$ cat config.mk
export PLATFORM = sky130hd
export DESIGN_NAME = ahb_slave_mem
export DESIGN_NICKNAME = d
export VERILOG_FILES = /design/src/rtl/ahb_pkg.sv /design/src/rtl/ahb_slave_ram.sv /design/src/rtl/ahb_slave_mem.sv
export SDC_FILE = /design/constraint.sdc
export NUM_CORES = 1
export LEC_CHECK = 0
export CORE_MARGIN = 2
export CORE_UTILIZATION = 35
export DETAILED_ROUTE_END_ITERATION = 10
export SLEW_MARGIN = 40
export SYNTH_ARGS = -nofsm -noshare
export SYNTH_HDL_FRONTEND = slang
export SYNTH_SLANG_ARGS = --single-unit
$ cat constraint.sdc
create_clock -name hclk -period 10.3 [get_ports hclk]
set_input_delay 2.06 -clock hclk [delete_from_list [all_inputs] [get_ports hclk]]
set_output_delay 2.06 -clock hclk [all_outputs]
set_load 0.02 [all_outputs]
$ cat src/rtl/ahb_pkg.sv
// Shared AHB encodings and the slave FSM state type used by the memory slave and its bench.
package ahb_pkg;

  localparam logic [1:0] HTRANS_IDLE   = 2'b00;
  localparam logic [1:0] HTRANS_BUSY   = 2'b01;
  localparam logic [1:0] HTRANS_NONSEQ = 2'b10;
  localparam logic [1:0] HTRANS_SEQ    = 2'b11;

  localparam logic [2:0] HSIZE_WORD = 3'b010;

  localparam logic HRESP_OKAY  = 1'b0;
  localparam logic HRESP_ERROR = 1'b1;

  typedef enum logic [1:0] {
    ST_IDLE,
    ST_WAIT,
    ST_ERR1,
    ST_ERR2
  } state_t;

  // Only NONSEQ and SEQ carry a real transfer; IDLE and BUSY are ignored by slaves.
  function automatic logic is_active(input logic [1:0] trans);
    return (trans == HTRANS_NONSEQ) || (trans == HTRANS_SEQ);
  endfunction

endpackage

$ cat src/rtl/ahb_slave_ram.sv
// Word-wide storage for the AHB memory slave: one synchronous write port, one asynchronous read port.
module ahb_slave_ram #(
  parameter int DEPTH = 16,
  parameter int AW    = 4
) (
  input  logic          clk,
  input  logic          we,
  input  logic [AW-1:0] waddr,
  input  logic [31:0]   wdata,
  input  logic [AW-1:0] raddr,
  output logic [31:0]   rdata
);

  logic [31:0] mem [DEPTH];

  always_ff @(posedge clk) begin
    if (we) begin
      mem[waddr] <= wdata;
    end
  end

  assign rdata = mem[raddr];

endmodule

$ cat src/rtl/ahb_slave_mem.sv
// AHB-Lite memory slave with programmable data-phase wait states and a two-cycle ERROR response
// for unaligned, non-word or out-of-range transfers.
module ahb_slave_mem
  import ahb_pkg::*;
#(
  parameter int WAIT_STATES = 1,
  parameter int DEPTH       = 16
) (
  input  logic        hclk,
  input  logic        hresetn,
  input  logic        hsel,
  input  logic [31:0] haddr,
  input  logic [1:0]  htrans,
  input  logic        hwrite,
  input  logic [2:0]  hsize,
  input  logic        hready,
  input  logic [31:0] hwdata,
  output logic [31:0] hrdata,
  output logic        hreadyout,
  output logic        hresp
);

  localparam int         AW = (DEPTH > 1) ? $clog2(DEPTH) : 1;
  localparam logic [2:0] WS = 3'(WAIT_STATES);

  state_t          state_q, state_d;
  logic [2:0]      cnt_q, cnt_d;
  logic [AW-1:0]   addr_q, addr_d;
  logic            write_q, write_d;
  logic            active_q, active_d;
  logic            capture;
  logic            addr_err;
  logic            mem_we;
  logic [31:0]     mem_rdata;

  assign capture  = hsel && hready && is_active(htrans);
  assign addr_err = (hsize != HSIZE_WORD) || (haddr[1:0] != 2'b00) ||
                    ({2'b00, haddr[31:2]} >= 32'(DEPTH));

  always_ff @(posedge hclk or negedge hresetn) begin
    if (!hresetn) begin
      state_q  <= ST_IDLE;
      cnt_q    <= 3'd0;
      addr_q   <= '0;
      write_q  <= 1'b0;
      active_q <= 1'b0;
    end else begin
      state_q  <= state_d;
      cnt_q    <= cnt_d;
      addr_q   <= addr_d;
      write_q  <= write_d;
      active_q <= active_d;
    end
  end

  always_comb begin
    state_d   = state_q;
    cnt_d     = cnt_q;
    addr_d    = addr_q;
    write_d   = write_q;
    active_d  = active_q;
    hreadyout = 1'b1;
    hresp     = HRESP_OKAY;

    case (state_q)
      ST_WAIT: begin
        hreadyout = 1'b0;
        cnt_d     = cnt_q - 3'd1;
        if (cnt_q <= 3'd1) begin
          state_d = ST_IDLE;
          cnt_d   = 3'd0;
        end
      end
      ST_ERR1: begin
        hreadyout = 1'b0;
        hresp     = HRESP_ERROR;
        state_d   = ST_ERR2;
      end
      ST_ERR2: begin
        hresp = HRESP_ERROR;
      end
      default: begin
      end
    endcase

    // IDLE and ERR2 are the ready cycles in which the next address phase may be accepted.
    if ((state_q == ST_IDLE) || (state_q == ST_ERR2)) begin
      state_d  = ST_IDLE;
      active_d = 1'b0;
      if (capture) begin
        addr_d  = haddr[AW+1:2];
        write_d = hwrite;
        if (addr_err) begin
          state_d = ST_ERR1;
        end else begin
          active_d = 1'b1;
          if (WS != 3'd0) begin
            state_d = ST_WAIT;
            cnt_d   = WS;
          end
        end
      end
    end
  end

  assign mem_we = (state_q == ST_IDLE) && active_q && write_q;
  assign hrdata = ((state_q == ST_IDLE) && active_q && !write_q) ? mem_rdata : 32'h0;

  ahb_slave_ram #(
    .DEPTH (DEPTH),
    .AW    (AW)
  ) u_ram (
    .clk   (hclk),
    .we    (mem_we),
    .waddr (addr_q),
    .wdata (hwdata),
    .raddr (addr_q),
    .rdata (mem_rdata)
  );

endmodule
# Yosys cells after proc, flatten, opt, wreduce, memory -nomap -nowiden
# Memories as Yosys holds them, arrays and structs flattened.
# Cells that the tools add are included.
# word_totals
word_cells,50
register_bits,11
ram_bits,512
n_memories,1
input_bits,74
out_inout_bits,34
# classes
muxes,17
addsub,1
eq_ne,7
reduce_logical,17
n_lt_le_gt_ge,2
# mem_list
memory,words,word_bits,read_ports,rd_ports_with_merged_regs,wr,line_no,text
u_ram.mem,16,32,1,0,1,ahb_slave_ram.sv:14,logic [31:0] mem [DEPTH];
# ops
cell,n
$mux W32,1
$ge A30 B5 Y1 const B,1
$mux W3,5
$eq A2 B2 Y1 const B,4
$mux W2,4
$mux W1,6
$logic_and A1 B1 Y1,5
$logic_or A1 B1 Y1,4
$pmux W2 S2,1
$reduce_and A2 Y1,2
$reduce_or A2 Y1,2
$le A3 B1 Y1 const B,1
$ne A3 B2 Y1 const B,1
$ne A3 B3 Y1 const B,1
$reduce_bool A3 Y1,1
$sub A3 B1 Y3 const B,1
$eq A2 B1 Y1 const B,1
$logic_not A2 Y1,1
$reduce_bool A2 Y1,1
$logic_not A1 Y1,1

# Logic depth before layout (Yosys ltp)
# Gate-level depths: netlist of run 1.
# depth
depth_word,6
mapped_depth,7
depth_no_buf,6

# By module
# From an unflattened synthesis of run 1, not the netlist that was laid out.
# unflattened
cells_unflattened,905
area_unflattened_um2,20114.3
# by_module_without_submodules
mod,cells_per_inst,area_each_um2,seq_area_each_um2,n_inst
ahb_slave_ram,806,19213.4,15374.7,1
ahb_slave_mem,99,900.9,275.3,1

# Worst setup path after synthesis of run 1
# No wires, ideal clock.
# synth_timing
kind,register to register
from,register addr_q[0]
to,"memory u_ram.mem[0][0], enable pin"
setup_slack_ps,6410
path_buffers,3
required_ps,9839
setup_time_ps,461
arrival_ps,3429
stages_incl_launch_ff,6
synth_period_minus_slack_ps,3890
cell_sequence,dfrtp_1 buf_6 buf_6 buf_4 or3_1 nor3_1
# synth_lines
element,line_no,text
from (decl),ahb_slave_mem.sv:28,"logic [AW-1:0] addr_q, addr_d;"
from (signal assigned),ahb_slave_mem.sv:50,addr_q <= addr_d;
to (decl),ahb_slave_ram.sv:14,
# Straight into the memory's write port.

# Final worst setup path of run 1
# layout_timing
from,register addr_q[1]
to,output hrdata[31]
# layout_via
elab_chain_cells,2
# layout_rtl
element,line_no,text
$mem_v2 Z16 W32,-,
$mux W32,ahb_slave_mem.sv:107,assign hrdata = ((state_q == ST_IDLE) && active_q && !write_q) ? mem_rdata : 32'h0;
to (decl),ahb_slave_mem.sv:18,"output logic [31:0] hrdata,"
# Every way passes these cells.

==> results of run 1 <==
[flip-flops by register name (all words and copies together), names as in the netlist]
name,cells
write_q,1
cnt_q,3
state_q,2
addr_q,4
active_q,1
u_ram.mem,512
[cells by family (layout without fill, tap and decap cells)]
kind of cell / Yosys count / in the layout / share of synthesized area, %
other: 0 / 1 / 0
adders and majority gates: 6 / 6 / 0.378
muxes: 133 / 133 / 14.8
and+or+nand+nor: 84 / 84 / 1.90
buffers and inverters: 50 / 229 / 1.35
AOI/OAI and AO/OA: 76 / 76 / 2.86
DFF: 523 / 523 / 78.7
[routing by layer]
layer  GRT usage [%]  part of all wire, %  up-vias
li1                -                    -     3998
met4            3.21                  1.5        4
met2            24.1                   49      268
met1            19.9                   44     4951
met3            3.04                  5.7       61
met5               0                0.035        -
[through the flow]
stage	setup slack, ns	std cells	cell area [um^2]
final	4.28	1808	23600
after global placement	4.58	1713	22000
after global routing	4.06	1807	23600
after CTS	4.21	1807	23600
after floorplan	6.41	872	19900
after detailed placement	4.82	1715	22000
[cell usage after synthesis, types with 2 or more instances]
library cell and count:
sky130_fd_sc_hd__buf_6 8, sky130_fd_sc_hd__nand4_1 3, sky130_fd_sc_hd__clkbuf_1 20, sky130_fd_sc_hd__nand3_1 2, sky130_fd_sc_hd__nor2_1 20, sky130_fd_sc_hd__ha_1 6, sky130_fd_sc_hd__a21oi_1 2, sky130_fd_sc_hd__nand3b_1 2
sky130_fd_sc_hd__mux2_2 5, sky130_fd_sc_hd__buf_2 14, sky130_fd_sc_hd__nand2b_1 2, sky130_fd_sc_hd__nand2_1 37, sky130_fd_sc_hd__dfrtp_1 11, sky130_fd_sc_hd__o21bai_1 2, sky130_fd_sc_hd__a22oi_1 64, sky130_fd_sc_hd__nor3_1 7
sky130_fd_sc_hd__edfxtp_1 512, sky130_fd_sc_hd__mux4_2 128, sky130_fd_sc_hd__nor4_1 6, sky130_fd_sc_hd__inv_1 6
[worst max-delay path by stage]
stage / end / slack, ns / depth (start not counted)
final: hrdata[31] / 4.28 / 6
after global routing: hrdata[31] / 4.06 / 6
after CTS: hrdata[31] / 4.21 / 6
after detailed placement: hrdata[31] / 4.82 / 6
after global placement: hrdata[31] / 4.58 / 6
after floorplan: u_ram.mem[0][0] / 6.41 / 5
[power by group]
group	switching, uW	internal [uW]	leakage (uW)
Sequential	34.1	2350	0.00473
Clock	763	1030	0.000786
Combinational	200	253	0.00182
Total	997	3630	0.00734
[worst reg2reg max path: stages, from the launching register on]
cell and delay (ns):
sky130_fd_sc_hd__dfrtp_4 0.63, sky130_fd_sc_hd__buf_6 0.39, sky130_fd_sc_hd__nor2_1 0.21, sky130_fd_sc_hd__nand2_1 0.22, sky130_fd_sc_hd__nor2_4 0.65, sky130_fd_sc_hd__buf_4 0.44
[layout make-up]
type / instances / area (um^2) / area share [%]
sequential: 523 / 15700 / 66.2
multi-input combinational: 299 / 4100 / 17.3
tap: 756 / 946 / 4.00
inverter: 6 / 22.5 / 0.0952
clock buffer: 57 / 1340 / 5.67
timing repair buffer: 131 / 1310 / 5.52
antenna: 1 / 2.50 / 0.0106
clock inverter: 35 / 273 / 1.15
==> results.md, run 1 <==
- Arr. time, crit path: 3.96 ns
- Ranking of synthesized cells by area: sky130_fd_sc_hd__edfxtp_1 (77%), sky130_fd_sc_hd__mux4_2 (15%), sky130_fd_sc_hd__a22oi_1 (2.4%), sky130_fd_sc_hd__dfrtp_1 (1.4%), sky130_fd_sc_hd__nand2_1 (0.70%)
- Worst Hold Path EP: active_q
- CTS max path bufs: 3
- Leading cell types in the layout, fill and taps excluded: sky130_fd_sc_hd__edfxtp_1 (512), sky130_fd_sc_hd__mux4_2 (128), sky130_fd_sc_hd__clkdlybuf4s50_1 (106)
- Final period demand of the worst path: 6.02 ns
- Number of buffers added by the clock tree synthesis step: 52
- Drt initial violations: 919
- Final RePlAce weighted congestion: 0.678
- Clock tree sinks: roughly 520
- Leakage Power: 0.00734 uW
- Worst max-slew margin expressed relative to the limit: between 40% and 50%
- Total power: 4630 uW
- # port buffers: roughly 110
- X dimension of the die: roughly 240 um
- Worst Reg2Reg Path Length in Cells: 5
- Reg-to-reg setup timing slack: ~7.4 ns
- CP Launch Point: addr_q[1]
- Top Ports: 108
- Count of flip-flops with a built-in enable after synthesis: 512
- Dominant cell type by area after synthesis: sky130_fd_sc_hd__edfxtp_1
- CP max-delay cell: sky130_fd_sc_hd__buf_4
- Sequential element share of the synthesized area: 78.7%
- CTS-repair resized insts: 0
- Number of buffers inserted by post-CTS setup repair: 0
- Final core area utilization: around 42%
- GR Overflow Total: 0
- Chain of cells forming the critical path: buf_6 > buf_4 > mux4_2 > a22oi_1 > nand2_1 > clkdlybuf4s50_1
- Drc violations: 0
- FMAX: approximately 170 MHz
- Final worst path period share: 58.4%
- Max rail drop VDD: around 0.11 mV
- Number of vias per cell after detailed routing: between 5 and 6
- Global-route wire length before repair: 63700 um
- Area Overhead vs Synth: 18.9%
- Maximum number of pins on one net before global-route repair: 62
- Crit path kind: flop to primary output
- Post-Synthesis Mean Instance Area: between 20 and 25 um^2
- Crit Path Max Fanout: 61
- R2R Path End: u_ram.mem[5][17]
- Fraction of final layout cells with drive strength greater than 1: around a quarter
- Number of flip-flops and latches in the synthesized netlist: around 520
- Transition time at the pin with the least slew margin: 0.750 ns
- Count of cells along the worst hold path: 1
- Final Hold Violating Endpoints: 0
- Fill cells: ~4.9k
- Buf+Inv Stages, Crit Path: 3
- Tot GR Track Use: between 10% and 20%
- Most common flop cell mapped by yosys: sky130_fd_sc_hd__edfxtp_1
- Area share of the largest cell type after synthesis: 77.3%
- Die area: 58700 um^2
- Max-slew violation count: 0
- Total negative setup slack: 0 ns
- Crit path required time: 8.24 ns
- Count of H-tree levels built during CTS: 2
- Initial core utilization: 35.3%
- # setup viols final: 0
- Post-synthesis instance total: 872
- Cell family with the largest share of critical-path delay: buffers and inverters
- Number of search-and-repair iterations in the first detailed-routing pass: 5
- Hold Buf Count CTS: 0
- Total number of yosys warnings: 0
- Share of async-settable or async-resettable flops after synthesis: under 10%
- Core outline area: 56300 um^2
- Source of the worst register-to-register timing path: addr_q[1]
- Pwr/cell area: around 200 nW/um^2
- Vertical extent of the die: around 240 um
- Tightest Hold Check Type: flop to flop
- Avg WL per Cell: 23.6 um
- Crit-path max cell delay: 0.72 ns
- Leading cell type in the layout, fill and taps excluded: sky130_fd_sc_hd__edfxtp_1
- Clk Tree Root Cell: sky130_fd_sc_hd__clkbuf_16
- Post-route clock skew: 0.00821 ns
- Vias after detailed routing: 9282
- Vias in the first global route: 9942
- Status: finished clean
- Endpoint kind of the worst setup timing path: primary output
- Clock insertion delay at the later pin of the skew report: 0.57 ns
- Number of nets with antenna violations after detailed routing: 0
- Final HPWL DP: 21800 um
- Max-cap violations: 0
- Routed wire length: 42700 um
- Row count: 87
- Net count of the finished layout: 1093
- Unrepaired setup endpoints after global routing: no
- CTS tree: yes
- Clock transition time at the flip-flop clock pins of the worst setup and hold paths: approximately 0.060 ns
- Worst hold margin: 0.536 ns
- Yosys cell types: 35
- Netlist area before placement: 19900 um^2
- Hold path startpoint: active_q
- Initial antenna violation count: 3
- Number of nets produced by synthesis: ~950
- Crit start category: flop
(Power assumes the default switching activity.)
==> inputs of run 2 (changes only) <==
- clock period: 10.3 -> 5.8 ns (I/O delays scaled with it)
==> run 2 against run 1 <==
Effect of this change: via count hardly changed; sequential share of layout area decreased by 0.39 points; routed wire length increased by 1.0%; global-route usage grew 0.23 points; register-to-register slack got worse by 4.7 ns; worst hold slack improved by 0.0035 ns; clock skew is 0.015 ns higher; cell count up 0.22%; critical path depth is 2 higher; combinational power rose by 75%; core utilization rose by 0.25 points; cell area is 0.59% higher.
==> results.md, run 2 (synthesis gave the netlist of run 1 again) <==
- FMAX: approximately 200 MHz
- CTS-repair resized insts: 0
- Routed wire length: approximately 43000 um
- # port buffers: 106
- Leading cell types in the layout, fill and taps excluded: sky130_fd_sc_hd__edfxtp_1 (512), sky130_fd_sc_hd__mux4_2 (128), sky130_fd_sc_hd__clkdlybuf4s50_1 (106)
- Number of flip-flops under the largest register name: 512
- Chain of cells forming the critical path: inv_1 > ha_1 > nand3b_1 > nor2_4 > buf_4 > a22oi_1 > nand2_1 > clkdlybuf4s50_1
- Crit Path Max Fanout: 19
- Cell family with the largest share of critical-path delay: buffers and inverters
- Total power: just over 8000 uW
- Drt initial violations: 929
- Count of cells along the worst hold path: 1
- Crit path kind: flop to primary output
- Max rail drop VDD: 0.233 mV
- Number of nets with antenna violations after detailed routing: 0
- Clock insertion delay at the later pin of the skew report: approximately 0.60 ns
- Transition time at the pin with the least slew margin: 0.806 ns
- Total negative setup slack: 0 ns
- CTS tree: yes
- Hold Buf Count CTS: 0
- Arr. time, crit path: 3.73 ns
- Tot GR Track Use: 14.8%
- Diode insertion count for antenna repair: 0
- Count of H-tree levels built during CTS: 2
- CP Depth: 8
- Post-route clock skew: 0.0234 ns
- Number of search-and-repair iterations in the first detailed-routing pass: 5
- Avg WL per Cell: 23.8 um
- Buf+Inv Stages, Crit Path: 3
- Placement-stage worst setup slack: between 1.5 and 2 ns
- Worst max-slew margin expressed relative to the limit: roughly 46%
- Global-route wire length before repair: ~64000 um
- Worst Reg2Reg Path Length in Cells: 4
- Clock tree sinks: between 500 and 600
- Vias after detailed routing: a little over 9k
- Net count of the finished layout: 1101
- Fraction of final layout cells with drive strength greater than 1: 24.2%
- Max-slew violation count: 0
- X dimension of the die: 242 um
- Maximum number of pins on one net before global-route repair: 56
- Crit-path max cell delay: 0.64 ns
- Final Hold Violating Endpoints: 0
- Clk Tree Root Cell: sky130_fd_sc_hd__clkbuf_16
- Total area of multi-input combinational cells: 4100 um^2
- Final setup margin: 0.912 ns
- Area used by sequential logic in the layout: 15700 um^2
- Leakage Power: 0.00741 uW
- CP max-delay cell: sky130_fd_sc_hd__clkdlybuf4s50_1
- Number of buffers inserted by post-CTS setup repair: 0
- Leading cell type in the layout, fill and taps excluded: sky130_fd_sc_hd__edfxtp_1
- Area Overhead vs Synth: 19.6%
- Row count: 87
- Die area: 58700 um^2
- Status: finished clean
- Vertical extent of the die: 242 um
- Endpoint kind of the worst setup timing path: primary output
- Drc violations: 0
- Number of vias per cell after detailed routing: 5.12
- Unrepaired setup endpoints after global routing: no
- Tightest Hold Check Type: flop to flop
- Final worst path period share: between 80% and 90%
- CTS max path bufs: 3
- Crit path required time: 4.64 ns
- Clock transition time at the flip-flop clock pins of the worst setup and hold paths: 0.06 ns
- Crit start category: flop
- Worst hold margin: 0.539 ns
- Top Ports: 108
- Final core area utilization: 42.3%
- Registers with the highest flip-flop counts: u_ram.mem: 512 flops, addr_q: 4 flops, cnt_q: 3 flops
- GR Overflow Total: 0
- Pwr/cell area: 346 nW/um^2
- Register with the most flip-flops: u_ram.mem
- Initial core utilization: between 30% and 40%
- Reg-to-reg setup timing slack: 2.71 ns
- Vias in the first global route: 9803
- Core outline area: 56300 um^2
- Number of buffers added by the clock tree synthesis step: 52
- Final period demand of the worst path: 4.89 ns
- Max-cap violations: 0
- Final RePlAce weighted congestion: 0.673
- Final HPWL DP: 23700 um
- Initial antenna violation count: 1
- Fill cells: 4853
- # setup viols final: 0
run 2: cell count changes in the layout (fill, tap and decap cells not counted), sizes merged:
| cell | delta |
|---|---|
| inv | -1 |
| bufinv | -1 |
| diode | -1 |
| clkinvlp | -3 |
| clkinv | -9 |
| clkbuf | +11 |
| buf | +8 |
run 2: worst paths after layout:
check | end | start
min in group asynchronous | write_q | hresetn
worst max-delay path | hrdata[28] | state_q[0]
max in group asynchronous | addr_q[1] | hresetn
worst min register to register | active_q | active_q
worst min-delay path | active_q | active_q
worst max register to register | u_ram.mem[15][9] | addr_q[1]
run 2: worst register-to-register path, delay by kind of cell, from the launching register on:
kind | cells | cell delay, ns
buf+inv | 1 | 0.51
flops | 1 | 0.93
simple gates | 3 | 1.28
run 2: per-layer routing:
| metal | up-vias | share of wire (%) | global-route usage, % |
|---|---|---|---|
| met2 | 285 | 48 | 23.7 |
| met5 | - | 0.030 | 0 |
| li1 | 4013 | - | - |
| met3 | 71 | 6.0 | 3.27 |
| met1 | 4903 | 44 | 20.3 |
| met4 | 2 | 2.3 | 4.28 |
run 2: layout make-up:
cell class              instances  area share (%)
clock inverters                21           0.800
clock buffers                  68            5.90
inverters                       6          0.0947
well taps                     756            3.98
flip-flops and latches        523            65.8
multi-input cells             299            17.2
repair buffers                139            6.17
run 2: through the flow:
step | instance area, um^2 | cells
floorplan | 19900 | 872
global placement | 22000 | 1716
detailed placement | 22200 | 1722
CTS | 23800 | 1811
global route | 23800 | 1812
finish | 23800 | 1812
run 2: power by group:
group          internal (uW)  switching, uW  leakage [uW]
Sequential              4170           77.2       0.00473
Combinational            449            343       0.00190
Clock                   1830           1370      0.000779
Total                   6440           1790       0.00741
==> inputs of run 3 (changes only) <==
- clock period: 5.8 -> 4.6 ns (I/O delays scaled with it)
==> run 3 against run 2 <==
Effect of this change: cell area increased by 0.19%; critical path depth stayed put; combinational power up 30%; die area stayed put; non-clock buffer count is 4 higher; clock power is 28% higher; global-route usage decreased by 0.20 points; clock-buffer cell count is 3 lower; worst hold slack got worse by 0.0075 ns; worst setup slack got worse by 0.65 ns; flip-flop and latch count unchanged; critical path type unchanged.
==> results.md, run 3 (synthesis gave the netlist of run 1 again) <==
- Routed wire length: 42700 um
- Fraction of final layout cells with drive strength greater than 1: 24.8%
- Clock tree sinks: 523
- Tot GR Track Use: 14.6%
- Leading cell types in the layout, fill and taps excluded: sky130_fd_sc_hd__edfxtp_1 (512), sky130_fd_sc_hd__mux4_2 (128), sky130_fd_sc_hd__clkdlybuf4s50_1 (106)
- Register with the most flip-flops: u_ram.mem
- X dimension of the die: 242 um
- Clock transition time at the flip-flop clock pins of the worst setup and hold paths: ~0.060 ns
- CTS max path bufs: 3
- Arr. time, crit path: around 3.4 ns
- Maximum number of pins on one net before global-route repair: 50
- Clock insertion delay at the later pin of the skew report: 0.58 ns
- Top Ports: 108
- Final core area utilization: 42.3%
- Clk Tree Root Cell: sky130_fd_sc_hd__clkbuf_16
- Max rail drop VDD: 0.315 mV
- Fill cells: just under 5k
- Placement-stage worst setup slack: 0.845 ns
- Final worst path period share: 94.4%
- Vias after detailed routing: 9346
- Registers with the highest flip-flop counts: u_ram.mem: 512 flops, addr_q: 4 flops, cnt_q: 3 flops
- Crit path required time: 3.68 ns
- Vias in the first global route: 9889
- Leakage Power: around 0.0074 uW
- Global-route wire length before repair: 63900 um
- Area Overhead vs Synth: 19.9%
- Total area of multi-input combinational cells: 4100 um^2
- Row count: 87
- Crit path kind: flop to primary output
- Net count of the finished layout: 1105
- CTS tree: yes
- Max-slew violation count: 0
- Number of flip-flops under the largest register name: 512
- CTS-repair resized insts: 0
- Final RePlAce weighted congestion: 0.687
- Avg WL per Cell: 23.4 um
- Status: finished clean
- Drc violations: 0
- Endpoint kind of the worst setup timing path: primary output
- Tightest Hold Check Type: flop to flop
- Final HPWL DP: between 20000 and 25000 um
- Hold Buf Count CTS: 0
- Unrepaired setup endpoints after global routing: no
- # setup viols final: 0
- Final period demand of the worst path: 4.34 ns
- Number of vias per cell after detailed routing: 5.13
- Initial core utilization: 35.3%
- Max-cap violations: 0
- Initial antenna violation count: 2
- Number of search-and-repair iterations in the first detailed-routing pass: 5
- Worst max-slew margin expressed relative to the limit: 47.7%
- GR Overflow Total: 0
- FMAX: 230 MHz
- Core outline area: 56300 um^2
- Vertical extent of the die: 242 um
- Crit start category: flop
- Crit Path Max Fanout: 12
- Drt initial violations: 891
- Filler-free cell count of the finished design: 1822
- Area used by sequential logic in the layout: roughly 16000 um^2
- Transition time at the pin with the least slew margin: 0.783 ns
- Leading cell type in the layout, fill and taps excluded: sky130_fd_sc_hd__edfxtp_1
- Number of buffers inserted by post-CTS setup repair: 0
- Placed insts: 1727
- Post-route clock skew: roughly 0.016 ns
- Final Hold Violating Endpoints: 0
- Pwr/cell area: 438 nW/um^2
- Number of buffers added by the clock tree synthesis step: 52
- Number of nets with antenna violations after detailed routing: 0
- Die area: 58700 um^2
- # port buffers: 106
- Total negative setup slack: 0 ns
- Count of H-tree levels built during CTS: 2
- Final setup margin: 0.257 ns
## run 3: final cells by class
type	instances	area share (%)
flip-flops and latches	523	65.7
multi-input cells	299	17.2
repair buffers	143	6.16
clock buffers	65	5.75
well taps	756	3.97
clock inverters	29	1.10
inverters	6	0.0945
diodes	1	0.0105
## run 3: metrics by stage
step / power [uW] / hold WS [ns] / cell area, um^2
2_1_floorplan: 6190 / 0.491 / 19900
3_3_place_gp: 6460 / 0.526 / 22100
3_5_place_dp: 6480 / 0.528 / 22200
4_1_cts: 10600 / 0.541 / 23800
5_1_grt: 10800 / 0.605 / 23800
6_report: 10400 / 0.532 / 23800
## run 3: worst paths after layout
| path | from | end | slack (ns) | depth (start not counted) |
|---|---|---|---|---|
| hold / removal | active_q | active_q | 0.53 | 1 |
| hold reg to reg | active_q | active_q | 0.53 | 1 |
| max in group asynchronous | hresetn | addr_q[1] | 3.55 | 1 |
| setup reg to reg | addr_q[1] | u_ram.mem[10][4] | 1.69 | 4 |
| min in group asynchronous | hresetn | active_q | 0.67 | 1 |
| setup / recovery | state_q[1] | hrdata[1] | 0.26 | 8 |
## run 3: metal layers
layer / global-route usage (%) / up-vias / share of wire (%)
met5: 0 / - / 0.030
met4: 3.23 / 2 / 1.4
met3: 3.50 / 51 / 6.4
met2: 23.5 / 290 / 48
met1: 20.2 / 4972 / 44
li1: - / 4031 / -
## run 3: where the power goes
part / internal (uW) / switching (uW) / total, uW / leakage (uW)
logic: 568 / 458 / 1030 / 0.00191
registers: 5250 / 79.2 / 5330 / 0.00473
clock network: 2380 / 1690 / 4070 / 0.000805
total: 8200 / 2230 / 10400 / 0.00744
## run 3: critical path, stage by stage, from the launching register on
cell                              delay, ns
sky130_fd_sc_hd__dfrtp_1               0.41
sky130_fd_sc_hd__inv_1                 0.10
sky130_fd_sc_hd__ha_1                  0.22
sky130_fd_sc_hd__nand3b_1              0.34
sky130_fd_sc_hd__nor2_4                0.48
sky130_fd_sc_hd__buf_4                 0.33
sky130_fd_sc_hd__a22oi_1               0.15
sky130_fd_sc_hd__nand2_1               0.19
sky130_fd_sc_hd__clkdlybuf4s50_1       0.63
